--- src/rtl/gf180mcu_fd_sc_mcu9t5v0__dffnsnq_preset_seq.sv ---
// Staggered preset sequencer for dffnsnq flop banks: stops the bank clock,
// pulses one SETN group at a time, waits out recovery, then re-enables the clock.
module gf180mcu_fd_sc_mcu9t5v0__dffnsnq_preset_seq #(
  parameter int NGRP = 4,
  parameter int PW   = 2,
  parameter int GAP  = 1,
  parameter int RCV  = 2
) (
  input  logic            CLK,
  input  logic            RN,
  input  logic            REQ,
  input  logic [NGRP-1:0] GMASK,
  output logic [NGRP-1:0] SETN_O,
  output logic            CKEN,
  output logic            BUSY,
  output logic            DONE
);

  localparam int MAXD = (PW > GAP) ? ((PW > RCV) ? PW : RCV)
                                   : ((GAP > RCV) ? GAP : RCV);
  localparam int CW   = $clog2(MAXD + 1);

  typedef enum logic [2:0] {
    S_IDLE,
    S_QUIESCE,
    S_PULSE,
    S_GAP,
    S_RECOVER,
    S_DONE
  } state_t;

  state_t          state, state_n;
  logic [CW-1:0]   cnt, cnt_n;
  logic [NGRP-1:0] rmask, rmask_n;
  logic [NGRP-1:0] cur_grp, nxt_grp;
  logic [NGRP-1:0] setn_n;
  logic            cken_n, busy_n, done_n;

  // Lowest set bit of the remaining mask, now and after this cycle's update.
  assign cur_grp = rmask & (~rmask + NGRP'(1));
  assign nxt_grp = rmask_n & (~rmask_n + NGRP'(1));

  always_ff @(posedge CLK or negedge RN) begin
    if (!RN) begin
      state  <= S_IDLE;
      cnt    <= '0;
      rmask  <= '0;
      SETN_O <= '1;
      CKEN   <= 1'b1;
      BUSY   <= 1'b0;
      DONE   <= 1'b0;
    end else begin
      state  <= state_n;
      cnt    <= cnt_n;
      rmask  <= rmask_n;
      SETN_O <= setn_n;
      CKEN   <= cken_n;
      BUSY   <= busy_n;
      DONE   <= done_n;
    end
  end

  always_comb begin
    state_n = state;
    cnt_n   = cnt;
    rmask_n = rmask;
    case (state)
      S_IDLE: begin
        if (REQ) begin
          rmask_n = GMASK;
          state_n = (GMASK == '0) ? S_DONE : S_QUIESCE;
        end
      end
      S_QUIESCE: begin
        state_n = S_PULSE;
        cnt_n   = CW'(PW);
      end
      S_PULSE: begin
        if (cnt == CW'(1)) begin
          rmask_n = rmask & ~cur_grp;
          if (rmask_n == '0) begin
            state_n = S_RECOVER;
            cnt_n   = CW'(RCV);
          end else if (GAP > 0) begin
            state_n = S_GAP;
            cnt_n   = CW'(GAP);
          end else begin
            state_n = S_PULSE;
            cnt_n   = CW'(PW);
          end
        end else begin
          cnt_n = cnt - CW'(1);
        end
      end
      S_GAP: begin
        if (cnt == CW'(1)) begin
          state_n = S_PULSE;
          cnt_n   = CW'(PW);
        end else begin
          cnt_n = cnt - CW'(1);
        end
      end
      S_RECOVER: begin
        if (cnt == CW'(1)) state_n = S_DONE;
        else               cnt_n   = cnt - CW'(1);
      end
      S_DONE:  state_n = S_IDLE;
      default: state_n = S_IDLE;
    endcase
  end

  // Outputs are decoded from the next state so they leave the flops glitch-free.
  always_comb begin
    setn_n = '1;
    if (state_n == S_PULSE) setn_n = ~nxt_grp;
    cken_n = (state_n == S_IDLE) || (state_n == S_DONE);
    busy_n = !cken_n;
    done_n = (state_n == S_DONE);
  end

endmodule
--- config.mk ---
export PLATFORM = sky130hd
export DESIGN_NAME = gf180mcu_fd_sc_mcu9t5v0__dffnsnq_preset_seq
export DESIGN_NICKNAME = d
export VERILOG_FILES = /design/src/rtl/gf180mcu_fd_sc_mcu9t5v0__dffnsnq_preset_seq.sv
export SDC_FILE = /design/constraint.sdc
export NUM_CORES = 1
export LEC_CHECK = 0
export CELL_PAD_IN_SITES_DETAIL_PLACEMENT = 1
export CELL_PAD_IN_SITES_GLOBAL_PLACEMENT = 1
export CORE_AREA = 2 2 53 55
export DETAILED_ROUTE_END_ITERATION = 6
export DIE_AREA = 0 0 55 57
export PLACE_DENSITY_LB_ADDON = 0.1
export RECOVER_POWER = 100
export SETUP_SLACK_MARGIN = 0.02
export SYNTH_ARGS = -nofsm -noshare
export SYNTH_HDL_FRONTEND = slang
export SYNTH_SLANG_ARGS = --single-unit
--- constraint.sdc ---
create_clock -name CLK -period 3.06 [get_ports CLK]
set_input_delay 0.612 -clock CLK [delete_from_list [all_inputs] [get_ports CLK]]
set_output_delay 0.612 -clock CLK [all_outputs]
set_load 0.005 [all_outputs]
# Yosys cells after proc, flatten, opt, wreduce, memory -nomap -nowiden
# Cells that the tools add are included.
op_classes:
  addsub: 3
  n_eq_ne: 8
  mux: 16
  n_bitwise: 7
  n_reduce_logical: 8
op_table:
  columns: ["operator", "count"]
  rows:
  - ["3-bit two-way mux", 6]
  - ["4-bit NOT", 4]
  - ["3-bit one-hot mux with 5 select lines", 1]
  - ["4-bit bitwise AND", 3]
  - ["4-bit two-way mux", 3]
  - ["3-bit by 2-bit == test with 1-bit output, second input constant", 3]
  - ["4-bit by 1-bit adder with 4-bit output, second input constant", 2]
  - ["4-bit logical NOT", 2]
  - ["2-bit two-way mux", 4]
  - ["2-bit one-hot mux with 4 select lines", 1]
  - ["4-bit one-hot mux with 2 select lines", 1]
  - ["3-bit == test, second input constant", 2]
  - ["3-bit logical NOT", 2]
  - ["4-bit nonzero test", 1]
  - ["3-bit by 1-bit == test with 1-bit output, second input constant", 1]
  - ["2-bit by 1-bit == test with 1-bit output, second input constant", 1]
  - ["2-bit != test, second input constant", 1]
  - ["2-bit AND reduction", 1]
  - ["2-bit by 1-bit subtractor with 2-bit output, second input constant", 1]
  - ["1-bit logical NOT", 1]
  - ["1-bit logical OR", 1]
word_totals:
  regBits: 16
  inputBits: 7
  output_inout_bits: 7
  elab_cells: 49

# Longest topological paths before layout
depth:
  depth_word: 12
  mapped_depth: 8
  mapped_depth_nobuf: 7

# Worst setup path after synthesis
# Ideal clock, no wire load.
synth_timing:
  path_kind: "register to register"
  startpoint: "register cnt[0]"
  endpoint: "register BUSY"
  setup_ps: 125
  arrival_ps: 1600
  required_ps: 2935
  path_slack_ps: 1335
  stages_incl_launch_ff: 7
  path_buffers: 1
  period_less_slack_ps: 1725
  cell_sequence: "dfrtp_1 > ha_1 > clkbuf_8 > and4bb_2 > o211ai_2 > o311a_4 > mux2_4"
synth_via:
  elab_chain_len: 6
  elab_cells_between_ends: 9
  classes_between: "eq/ne (2); mux (4); reduce/logical (3)"
synth_lines:
  columns: ["item", "line_no", "source"]
  rows:
  - ["start: declaration", "33", "logic [CW-1:0] cnt, cnt_n;"]
  - ["start signal: assignment", "54", "cnt <= cnt_n;"]
  - ["2-bit by 1-bit == test with 1-bit output (*)", "79, 96, 104", null]
  - ["3-bit two-way mux, on equally long branches", "104, 79, 96", null]
  - ["3-bit one-hot mux with 5 select lines (*)", "67", "case (state)"]
  - ["3-bit == test / 3-bit logical NOT (equally long branches)", "116", "cken_n = (state_n == S_IDLE) || (state_n == S_DONE);"]
  - ["1-bit logical OR (*)", "116", null]
  - ["1-bit logical NOT (*)", "117", "busy_n = !cken_n;"]
  - ["net busy_n", "37", "logic cken_n, busy_n, done_n;"]
  - ["end signal: assignment", "58", "BUSY <= busy_n;"]
  - ["end: declaration", "15", "output logic BUSY,"]
# The timed path passes the listed nets; every way through them passes the cells marked *.
# A chain may end at the register's enable or synchronous reset.

# Worst setup path in the final report
layout_timing:
  startpoint: "input REQ"
  endpoint: "register BUSY"
layout_via:
  elab_chain_len: 5
  elab_cells_between_ends: 6
  classes_between: "eq/ne (1); mux (2); reduce/logical (3)"
layout_lines:
  columns: ["item", "line_no", "source"]
  rows:
  - ["start: declaration", "11", "input logic REQ,"]
  - ["3-bit two-way mux (*)", "69", "if (REQ) begin"]
  - ["3-bit one-hot mux with 5 select lines (*)", "67", null]
  - ["3-bit == test / 3-bit logical NOT (equally long branches)", "116", null]
  - ["1-bit logical OR (*)", "116", null]
  - ["1-bit logical NOT (*)", "117", null]
  - ["net busy_n", "37", null]
# Marked as above.

==> flow_summary.yaml <==
worst_hold_path:
  hold_path_depth: 1
  min_path_type: "register to register"
  worstHoldStart: "rmask[0]"
  worstHoldEndpoint: "SETN_O[0]"
global_route:
  grt_use_total_pct: 16.3
  antenna_found_initial: 0
  grt_overflow: 0
  grt_pass1_wl_um: 3620
  grt_pass1_vias: 785
  grt_max_degree: 19
final_layout:
  nNetsFinal: 114
  fill_cells: 319
  fin_area_um2: 1100
  layout-drive-gt1-share_pct: 13.5
  final_util_pct: 42.0
  syn2layout_area_growth_pct: 10.3
  diodes: 0
yosys:
  yosys.area.top_type_share_pct: 27.7
  synth_area_leaders: "dfrtp_1, dfstp_2, buf_6"
  synth-seq-cells: 16
  post_synth.cell_area_avg_um2: 10.7
  yosysSeqAreaShare_pct: 40.9
  syn_inst: 93
  syn-cell-area_um2: 995
  synth_edf_count: 0
  synth_top_area_cell: "dfrtp_1"
  synthArstFlopShare_pct: 100
  synth.distinct_cells: 39
  yosys_warnings: 0
  syn_nets: 102
  synthFlopType: "dfrtp_1"
route:
  vias_per_cell: 5.60
  first_pass_iters: 4
  drt-wirelength-per-cell_um: 16.0
  first_iter_violations: 12
  vias: 756
  drtAntennaViolNets: 0
  drcViolationCount: 0
  wirelength_um: 2160
sta:
  hold_violations: 0
  setup_viol: 0
  max_freq_ghz: 0.488
  tightestPinTransition_ps: 751
  finalClockSkew_ps: 0.492
  fin_crit_sh_pct: 67.0
  maxSlewViolCount: 0
  rsz0062_at_grt: "false"
  fin_tns_setup_ps: 0
  fin_crit_ps: 2050
  finalWorstSetupSlack_ps: 1010
  maxSlewHeadroom_pct: 49.8
critical_path:
  path_buf_inv: 1
  timing_worst_setup_path_type: "primary input to register"
  worstPathRequired_ps: 3240
  regToRegSetupSlack_ps: 1060
  slowest_delay_ps: 610
  worstPathCellList: "dlygate4sd3_1 > nor3b_1 > a21oi_1 > o32a_2 > mux2_1"
  cp.arrival_ps: 2230
  cp_slowest_cell: "dlygate4sd3_1"
  cp_top_family: "buffers and inverters"
  r2r_end: "BUSY"
  crit_fanout: 5
  reg2reg_depth: 6
  crit_path_end_kind: "register"
  timing.rr.start: "cnt[1]"
  startpoint_type: "primary input"
floorplan:
  core_area_um2: 2620
  die_h_um: 57
  dieArea_um2: 3140
  start_util_pct: 38.0
  pin_count: 14
  rows: 19
  die_w_um: 55
placement:
  dpl_cell_area_um2: 1090
  port_buffers: 13
  place.gp.congestion: 0.665
  dp_hpwl_um: 1560
  place_ws_ps: 790
clock_tree:
  cts_tree: "built"
  cts_resized: 0
  cts_hold_buf: 0
  ctsHtreeMaxLevel: 1
  post-cts-setup-buffers: 0
  path_clk_slew_ps: 100
  clock_path_buffers: 2
  clock-root-buffer: "clkbuf_4"
  clock-sinks: 16
  clock_latency_ps: 290
  numCtsBuffers: 3
power_and_ir_drop:
  powerDensity_nw_per_um2: 1070
  vdd_ir_drop_max_uv: 504
  p_leak_nw: 0.435
run_status:
  outcome: "finished, final reports clean"
job:
  maxCapViolations: 0
## layout by cell type, fill, tap and decap left out, types with 2 or more instances in the layout
cell,Yosys,routed
dfstp_2,5,5
nor3_1,4,4
nand3b_1,2,2
ha_1,2,2
clkbuf_4,0,3
nand2_1,8,8
nand2b_1,3,3
mux2i_1,3,3
a211oi_1,2,2
nor2_1,7,7
a21oi_1,6,6
dlygate4sd3_1,0,9
inv_1,5,5
o21ai_0,2,3
o41ai_1,2,2
clkdlybuf4s50_1,0,4
dfrtp_1,11,11
o211ai_1,3,3
## kinds of logic (layout without fill, tap and decap cells)
kind of cell | count (synthesis) | in the layout | synth area share, %
compound gates | 25 | 25 | 21.0
xor+xnor | 1 | 1 | 0.881
fa+ha+maj | 3 | 3 | 3.65
buf+inv | 12 | 23 | 9.56
flops | 16 | 16 | 40.9
mux | 4 | 4 | 4.53
simple gates | 32 | 32 | 19.5
## worst max-delay path by stage
stage	start	end	slack, ps	depth (start not counted)
floorplan	cnt[0]	BUSY	1330	6
global placement	REQ	BUSY	800	5
detailed placement	REQ	BUSY	790	5
CTS	SETN_O[1]	SETN_O[1]	1110	1
global route	cnt[1]	BUSY	930	6
finish	REQ	BUSY	1010	5
## synth_stat cells, types with 2 or more instances
| master | n |
|---|---|
| dfrtp_1 | 11 |
| nand2_1 | 8 |
| nor2_1 | 7 |
| a21oi_1 | 6 |
| dfstp_2 | 5 |
| inv_1 | 5 |
| buf_6 | 4 |
| nor3_1 | 4 |
| mux2i_1 | 3 |
| nand2b_1 | 3 |
| o211ai_1 | 3 |
| a211oi_1 | 2 |
| clkbuf_8 | 2 |
| ha_1 | 2 |
| nand3b_1 | 2 |
| o21ai_0 | 2 |
| o41ai_1 | 2 |
## metal layers
layer  track usage, %  share of wire, %
met1             23.5                49
met2             23.5                47
met3             3.14               2.0
met4             7.32               1.9
met5                0                 0
## metrics by stage
| stage | std cells | power [mW] | hold slack [ps] |
|---|---|---|---|
| 3_5_place_dp | 131 | 1.11 | 619 |
| 6_report | 135 | 1.18 | 639 |
| 2_1_floorplan | 93 | 0.976 | 316 |
| 3_3_place_gp | 131 | 1.09 | 623 |
| 5_1_grt | 135 | 1.29 | 702 |
| 4_1_cts | 135 | 1.26 | 657 |
## sequential cells by signal, summed over array words and instances (netlist names)
| register | count |
|---|---|
| DONE | 1 |
| rmask | 4 |
| BUSY | 1 |
| CKEN | 1 |
| state | 3 |
| SETN_O | 4 |
| cnt | 2 |
## layout make-up
| cell class | count | area, um^2 | share of cell area (%) |
|---|---|---|---|
| multi-input cells | 65 | 463 | 42.2 |
| flip-flops and latches | 16 | 407 | 37.1 |
| repair buffers | 13 | 130 | 11.9 |
| well taps | 31 | 38.8 | 3.53 |
| clock buffers | 4 | 36.3 | 3.31 |
| inverters | 6 | 22.5 | 2.05 |
## worst reg2reg max path, cell delays in order, from the launching register on
cell      delay (ps)
dfrtp_1          410
inv_1             90
ha_1             400
and2b_1          270
nand3b_1          90
o311a_1          290
mux2_1           350
## report_power, final
group	leakage [nW]	total (mW)	internal (mW)	switching, mW
sequential	0.189	0.475	0.320	0.155
combinational	0.225	0.559	0.280	0.279
clock	0.0210	0.145	0.0725	0.0720
Note: power is estimated with default switching activity, not from simulation.
